## src/rtl/daq_wb_master.sv

```systemverilog
// Wishbone B3 classic single-access master behind the DAQ file state machine.
// One bus cycle per start/active request, with bus timeout, bounded rty retry and sticky error.
module daq_wb_master #(
    parameter int dw      = 32,
    parameter int aw      = 32,
    parameter int TIMEOUT = 256,
    parameter int RETRIES = 3
) (
    input  logic          wb_clk,
    input  logic          wb_rst,

    input  logic          start,
    input  logic [aw-1:0] address,
    input  logic [3:0]    selection,
    input  logic          write,
    input  logic [dw-1:0] data_wr,
    output logic [dw-1:0] data_rd,
    output logic          active,
    output logic          bus_error,
    input  logic          error_clear,

    output logic [aw-1:0] wb_adr_o,
    output logic [dw-1:0] wb_dat_o,
    output logic [3:0]    wb_sel_o,
    output logic          wb_we_o,
    output logic          wb_cyc_o,
    output logic          wb_stb_o,
    output logic [2:0]    wb_cti_o,
    output logic [1:0]    wb_bte_o,
    input  logic [dw-1:0] wb_dat_i,
    input  logic          wb_ack_i,
    input  logic          wb_err_i,
    input  logic          wb_rty_i
);

    localparam logic [1:0] ST_IDLE  = 2'd0;
    localparam logic [1:0] ST_BUS   = 2'd1;
    localparam logic [1:0] ST_RETRY = 2'd2;

    localparam logic [15:0] TMO_LAST = 16'(TIMEOUT - 1);
    localparam logic [3:0]  RTY_MAX  = 4'(RETRIES);

    logic [1:0]    state_q, state_d;
    logic          armed_q, armed_d;
    logic [15:0]   tmo_q, tmo_d;
    logic [3:0]    rty_q, rty_d;
    logic [aw-1:0] adr_q, adr_d;
    logic [dw-1:0] dat_q, dat_d;
    logic [3:0]    sel_q, sel_d;
    logic          we_q, we_d;
    logic          cyc_q, cyc_d;
    logic          stb_q, stb_d;
    logic          active_q, active_d;
    logic [dw-1:0] rd_q, rd_d;
    logic          err_q, err_d;
    logic          fail;

    always_comb begin
        state_d  = state_q;
        tmo_d    = tmo_q;
        rty_d    = rty_q;
        adr_d    = adr_q;
        dat_d    = dat_q;
        sel_d    = sel_q;
        we_d     = we_q;
        cyc_d    = cyc_q;
        stb_d    = stb_q;
        active_d = active_q;
        rd_d     = rd_q;
        fail     = 1'b0;
        // A level-held start may only launch one access; it must be seen low to re-arm.
        armed_d  = armed_q | ~start;
        err_d    = error_clear ? 1'b0 : err_q;

        case (state_q)
            ST_IDLE: begin
                if (start && armed_q) begin
                    adr_d    = address;
                    sel_d    = selection;
                    we_d     = write;
                    dat_d    = write ? data_wr : '0;
                    cyc_d    = 1'b1;
                    stb_d    = 1'b1;
                    active_d = 1'b1;
                    tmo_d    = '0;
                    rty_d    = '0;
                    armed_d  = 1'b0;
                    state_d  = ST_BUS;
                end
            end
            ST_BUS: begin
                if (wb_ack_i) begin
                    cyc_d    = 1'b0;
                    stb_d    = 1'b0;
                    active_d = 1'b0;
                    state_d  = ST_IDLE;
                    if (!we_q) begin
                        rd_d = wb_dat_i;
                    end
                end else if (wb_err_i) begin
                    fail = 1'b1;
                end else if (wb_rty_i) begin
                    if (rty_q < RTY_MAX) begin
                        cyc_d   = 1'b0;
                        stb_d   = 1'b0;
                        rty_d   = rty_q + 4'd1;
                        tmo_d   = '0;
                        state_d = ST_RETRY;
                    end else begin
                        fail = 1'b1;
                    end
                end else if (tmo_q == TMO_LAST) begin
                    fail = 1'b1;
                end else begin
                    tmo_d = tmo_q + 16'd1;
                end
            end
            ST_RETRY: begin
                // Single idle cycle between attempts; request fields stay latched.
                cyc_d   = 1'b1;
                stb_d   = 1'b1;
                tmo_d   = '0;
                state_d = ST_BUS;
            end
            default: begin
                cyc_d    = 1'b0;
                stb_d    = 1'b0;
                active_d = 1'b0;
                state_d  = ST_IDLE;
            end
        endcase

        if (fail) begin
            cyc_d    = 1'b0;
            stb_d    = 1'b0;
            active_d = 1'b0;
            rd_d     = '0;
            err_d    = 1'b1;
            state_d  = ST_IDLE;
        end
    end

    always_ff @(posedge wb_clk) begin
        if (wb_rst) begin
            state_q  <= ST_IDLE;
            armed_q  <= 1'b1;
            tmo_q    <= '0;
            rty_q    <= '0;
            adr_q    <= '0;
            dat_q    <= '0;
            sel_q    <= '0;
            we_q     <= 1'b0;
            cyc_q    <= 1'b0;
            stb_q    <= 1'b0;
            active_q <= 1'b0;
            rd_q     <= '0;
            err_q    <= 1'b0;
        end else begin
            state_q  <= state_d;
            armed_q  <= armed_d;
            tmo_q    <= tmo_d;
            rty_q    <= rty_d;
            adr_q    <= adr_d;
            dat_q    <= dat_d;
            sel_q    <= sel_d;
            we_q     <= we_d;
            cyc_q    <= cyc_d;
            stb_q    <= stb_d;
            active_q <= active_d;
            rd_q     <= rd_d;
            err_q    <= err_d;
        end
    end

    assign wb_adr_o  = adr_q;
    assign wb_dat_o  = dat_q;
    assign wb_sel_o  = sel_q;
    assign wb_we_o   = we_q;
    assign wb_cyc_o  = cyc_q;
    assign wb_stb_o  = stb_q;
    assign wb_cti_o  = 3'b000;
    assign wb_bte_o  = 2'b00;
    assign data_rd   = rd_q;
    assign active    = active_q;
    assign bus_error = err_q;

endmodule

```

## config.mk

```make
export PLATFORM = sky130hd
export DESIGN_NAME = daq_wb_master
export DESIGN_NICKNAME = d
export VERILOG_FILES = /design/src/rtl/daq_wb_master.sv
export SDC_FILE = /design/constraint.sdc
export NUM_CORES = 1
export LEC_CHECK = 0
export ABC_CLOCK_PERIOD_IN_PS = 4400
export BUFFER_PORTS_ARGS = -buffer_cell sky130_fd_sc_hd__buf_2
export CORE_ASPECT_RATIO = 1.75
export CORE_UTILIZATION = 52
export CTS_BUF_LIST = sky130_fd_sc_hd__clkbuf_8
export CTS_CLUSTER_SIZE = 40
export DETAILED_ROUTE_END_ITERATION = 16
export MAX_ROUTING_LAYER = met4
export PLACE_DENSITY = 0.87
export SETUP_SLACK_MARGIN = 0.5
export SLEW_MARGIN = 40
export SYNTH_ARGS = -nofsm -noshare
export SYNTH_HDL_FRONTEND = slang
export SYNTH_SLANG_ARGS = --single-unit
export TNS_END_PERCENT = 1
```

## constraint.sdc

```tcl
create_clock -name wb_clk -period 4.4 [get_ports wb_clk]
set_input_delay 0.22 -clock wb_clk [delete_from_list [all_inputs] [get_ports wb_clk]]
set_output_delay 0.22 -clock wb_clk [all_outputs]
set_load 0.01 [all_outputs]
```

Word level (Yosys, flattened, before mapping)
Cells that the tools add are included.
{"block": "word_totals", "ff_bits": 127, "inputBits": 108, "out_inout_bits": 110, "wordCells": 83}
{"block": "classes", "n_addsub": 2, "magnitude_cmp": 1, "n_eq_ne": 14, "muxes": 38, "n_bitwise": 4, "n_reduce_logical": 12}
{"op": "two-way mux 16 bit", "count": 6}
{"op": "one-hot mux 16 bit (3 select lines)", "count": 1}
{"op": "two-way mux 32 bit", "count": 1}
{"op": "two-way mux 4 bit", "count": 5}
{"op": "adder 16 x 1 -> 16 bit (second input constant)", "count": 1}
{"op": "equality test 16 x 8 -> 1 bit (second input constant)", "count": 1}
{"op": "two-way mux 1 bit", "count": 16}
{"op": "!= test 3 bit (second input constant)", "count": 5}
{"op": "!= test 2 bit (second input constant)", "count": 6}
{"op": "AND reduction 6 bit", "count": 2}
{"op": "two-way mux 2 bit", "count": 5}
{"op": "one-hot mux 4 bit (2 select lines)", "count": 1}
{"op": "one-hot mux 1 bit (3 select lines)", "count": 2}
{"op": "one-hot mux 2 bit (3 select lines)", "count": 1}
{"op": "AND reduction 3 bit", "count": 2}
{"op": "adder 4 x 1 -> 4 bit (second input constant)", "count": 1}
{"op": "< comparator 4 x 2 -> 1 bit (second input constant)", "count": 1}
{"op": "AND reduction 4 bit", "count": 1}
{"op": "nonzero test 2 bit", "count": 2}
{"op": "NOT 1 bit", "count": 3}
{"op": "nonzero test 3 bit", "count": 1}
{"op": "equality test 2 x 1 -> 1 bit (second input constant)", "count": 1}
{"op": "equality test 2 bit (second input constant)", "count": 1}
{"op": "logical NOT 2 bit", "count": 1}
{"op": "4 further kinds", "count": 4}

Depth between registers and ports, before layout
{"block": "logic_depth", "word_depth": 7, "ltp_mapped": 7, "depth_no_buf": 6}

Worst setup path before layout
Ideal clock, no wire load.
{"block": "synth_path", "kind": "reg-to-reg", "start": "register rty_q[0]", "end": "register tmo_q[10]", "setup_ps": 120, "arrival_ps": 1625, "path_slack_ps": 2655, "stages_incl_launch_ff": 8, "period_less_slack_ps": 1745, "cell_sequence": "dfxtp_1 ha_1 o31a_1 nor4_1 o21a_2 nor3_4 buf_6 a211o_1"}
{"block": "synth_between", "elab_chain_cells": 3}
{"element": "from (decl)", "line_no": "46", "source": "logic [3:0] rty_q, rty_d;"}
{"element": "from (signal assigned)", "line_no": "162", "source": "rty_q <= rty_d;"}
{"element": "< comparator 4 x 2 -> 1 bit", "line_no": "103", "source": "if (rty_q < RTY_MAX) begin"}
{"element": "!= test 3 bit (no line)"}
{"element": "AND reduction 6 bit (no line)"}
{"element": "to (signal assigned)", "line_no": "161", "source": "tmo_q <= tmo_d;"}
{"element": "to (decl)", "line_no": "45", "source": "logic [15:0] tmo_q, tmo_d;"}
Every way passes these cells.
A chain may end at the register's enable or synchronous reset.

Final worst setup path
{"block": "layout_path", "start": "register tmo_q[0]", "end": "register rd_q[29] (netlist: data_rd[29])"}
{"block": "layout_between", "elab_chain_cells": 7}
{"element": "equality test 16 x 8 -> 1 bit", "line_no": "112", "source": "end else if (tmo_q == TMO_LAST) begin"}
{"element": "two-way mux 1 bit", "line_no": "112"}
{"element": "two-way mux 1 bit", "line_no": "102", "source": "end else if (wb_rty_i) begin"}
{"element": "two-way mux 1 bit", "line_no": "100", "source": "end else if (wb_err_i) begin"}
{"element": "two-way mux 1 bit", "line_no": "92", "source": "if (wb_ack_i) begin"}
{"element": "two-way mux 1 bit", "line_no": "75", "source": "case (state_q)"}
{"element": "OR reduction 2 bit (no line)"}
{"element": "to (signal assigned)", "line_no": "170", "source": "rd_q <= rd_d;"}
{"element": "to (decl)", "line_no": "54", "source": "logic [dw-1:0] rd_q, rd_d;"}
Every way passes these cells.

==> metrics.txt <==
Power Dens Cells=403 nW/um^2; Layout area overhead=32.3%; Rel. slew slack=44.2%; Mapped Area=4880 um^2; Pleak=3.03 nW; via count=4840; clock share of power=42.4%; layout net count=876; max-slew violation count=0; Final HPWL DP=9.01 mm; Multi-input gate area=2160 um^2; Initial Utilization=53.7%; antenna violations before repair=0; Switching Share=25.0%; setup violators final=0; post-route cell area=6460 um^2; CTS sink count=126; FF/Latch Area=2520 um^2; number of global-route vias before repair=4544; Tightest Pin Transition=0.837 ns; Cells after Synth=564; Yosys top cell by area=dfxtp_1; Longest Clk Path Bufs=2; TNS Setup=0 ns; die height=130 um; critical path peak fanout=35; initial DRC count=313; Overall Global Routing Usage=27.2%; I/O pins=218; Final Cycle Share=51.9%; predominant post-synthesis flop cell=dfxtp_1; post-layout min period=2.29 ns; worst min path class=primary input to flip-flop; CTS tree=built; Async S/R FF share, synth=0%; Cell Int Power=1.95 mW; post-synthesis cell type count=46; NetSw=0.649 mW; FF+latch count, synth=126; largest net degree at the start of global routing=77; Worst Path Class, Setup=flip-flop to flip-flop; Detailed Routing Iterations Pass 1=5; Die Area=9790 um^2; remaining antenna violation count=0; Synth top area share=51.7%; first-pass GRT wire length=19.6 mm; CTS root buffer=clkbuf_8; Seq pwr share=46.6%; Seq/Total Area, Yosys=51.7%; startpoint types=flip-flop; Setup crit end kind=flip-flop; Max Clock Skew=0.00984 ns; WP data arrival=2.57 ns; Std-Cell Core Area=9090 um^2; H-tree depth=4; Comb power frac=11.0%; Max Cap Viol=0; Yosys Warn Count=0; Die X=75.2 um; Worst-path clk slew=0.08 ns; Final Hold Vio Count=0; Post-synth EDFFs=0; placed cell area=5940 um^2; Mean Syn Cell Area=8.65 um^2; Max Freq=0.438 GHz; status=finished clean; Routed WL=13.3 mm; unrepaired setup endpoints after global routing=no; VDD IR-drop max=0.292 mV; # port buffers=212; grt total ovfl=0; vias per std cell=5.38; layout cell share with drive strength beyond 1=33.6%; # DRC=0; TritonCTS buffer count=17; clk_lat worst skew=0.43 ns; CP Data Required Time=4.68 ns; filler instances=699; ant diodes=0; Avg WL per Cell=14.8 um; Final GP Congestion=0.874; Synth area leaders=dfxtp_1, nand2_1, a21oi_1; row count=46
-- sequential cells by signal, summed over array words and instances, names as in the netlist --
name       cells
active         1
armed_q        1
bus_error      1
data_rd       32
rty_q          4
state_q        2
tmo_q         16
wb_adr_o      32
wb_dat_o      32
wb_sel_o       4
wb_we_o        1
-- what timing repair did --
action / CTS / global route
gates resized for setup: 0 / 0
hold buffers: 2 / 5
setup buffers: 0 / 0
hold endpoints to repair: 2 / 5
-- cells in the mapped netlist (2+ instances only) --
| master | number |
|---|---|
| a211o_1 | 6 |
| nor2_1 | 42 |
| and2_1 | 3 |
| and3_1 | 12 |
| nor3_1 | 12 |
| a21oi_1 | 73 |
| clkbuf_1 | 25 |
| nor4_1 | 3 |
| buf_4 | 7 |
| nand3_1 | 47 |
| a211o_2 | 4 |
| buf_2 | 7 |
| buf_1 | 3 |
| nand2_1 | 114 |
| a21o_1 | 4 |
| o21a_2 | 2 |
| ha_1 | 2 |
| inv_1 | 4 |
| nand4_1 | 4 |
| nor3b_1 | 3 |
| o21ai_0 | 2 |
| dfxtp_1 | 126 |
| nor2b_1 | 2 |
| mux2i_1 | 33 |
| o31ai_1 | 3 |
-- worst max-delay path, stage by stage (launching register included) --
cell and delay, ns:
dfxtp_1 0.39, ha_1 0.26, nand3_1 0.11, nand4bb_1 0.31
o21a_2 0.29, o21ai_4 0.64, nor2_1 0.13
-- per-layer routing --
layer  vias up  track usage, %  routed length [um]
li1       2329               -                   -
met1      2246            26.8                4810
met5         -               -                   0
met2       233            47.2                7220
met3        32            9.19                 874
met4         0            12.4                 352
-- cell type report --
cell class              count  area share [%]
clock buffers              19            4.05
clock inverters            13            2.91
inverters                   4           0.233
multi-input cells         394            33.4
flip-flops and latches    126            39.1
well taps                 120            2.33
repair buffers            223            18.0
-- cell families after synthesis --
kind of cell | share of synthesized area [%]
AO/OA/AOI/OAI | 12.5
XOR/XNOR | 0.180
adder cells (fa/ha/maj) | 0.513
buffers and inverters | 4.59
flip-flops | 51.7
multiplexers | 6.77
other | 0.0768
AND/OR/NAND/NOR | 23.6
-- power by group through the flow --
stage	Combinational (mW)	Sequential (mW)	Clock (mW)
after floorplan	0.138	1.26	0
after global placement	0.268	1.24	0
after detailed placement	0.278	1.24	0
after CTS	0.282	1.21	1.13
after global routing	0.312	1.22	1.18
final	0.285	1.21	1.10
-- stage by stage --
step	hold WS (ns)	power [mW]	worst slack, ns	utilization (%)	cells
floorplan	0.292	1.39	2.66	-	568
global placement	0.435	1.50	2.11	65.3	860
detailed placement	0.444	1.52	2.03	65.3	860
CTS	0.000229	2.62	2.12	70.5	894
global route	0.00393	2.71	1.92	71.0	899
finish	0.0256	2.60	2.11	71.0	899
-- path summary, 6_finish.rpt --
path / cells after the start / startpoint / endpoint / slack (ns)
max: 6 / tmo_q[0] / data_rd[29] / 2.11
min: 3 / address[13] / wb_adr_o[13] / 0.03
min reg2reg: 2 / wb_dat_o[12] / wb_dat_o[12] / 0.45
max reg2reg: 6 / tmo_q[0] / data_rd[29] / 2.11
-- placed cells by master (no fill, tap or decap), types with 5 or more instances in the layout --
master         count
nor3_1            12
a21oi_1           73
a211o_1            6
nor2_1            42
and3_1            11
clkbuf_8          19
buf_2            212
nand3_1           46
nand2_1          114
conb_1             5
dlygate4sd3_1      7
inv_1              5
mux2i_1           33
dfxtp_1          126
No activity file was read; power rests on OpenSTA's default activity.
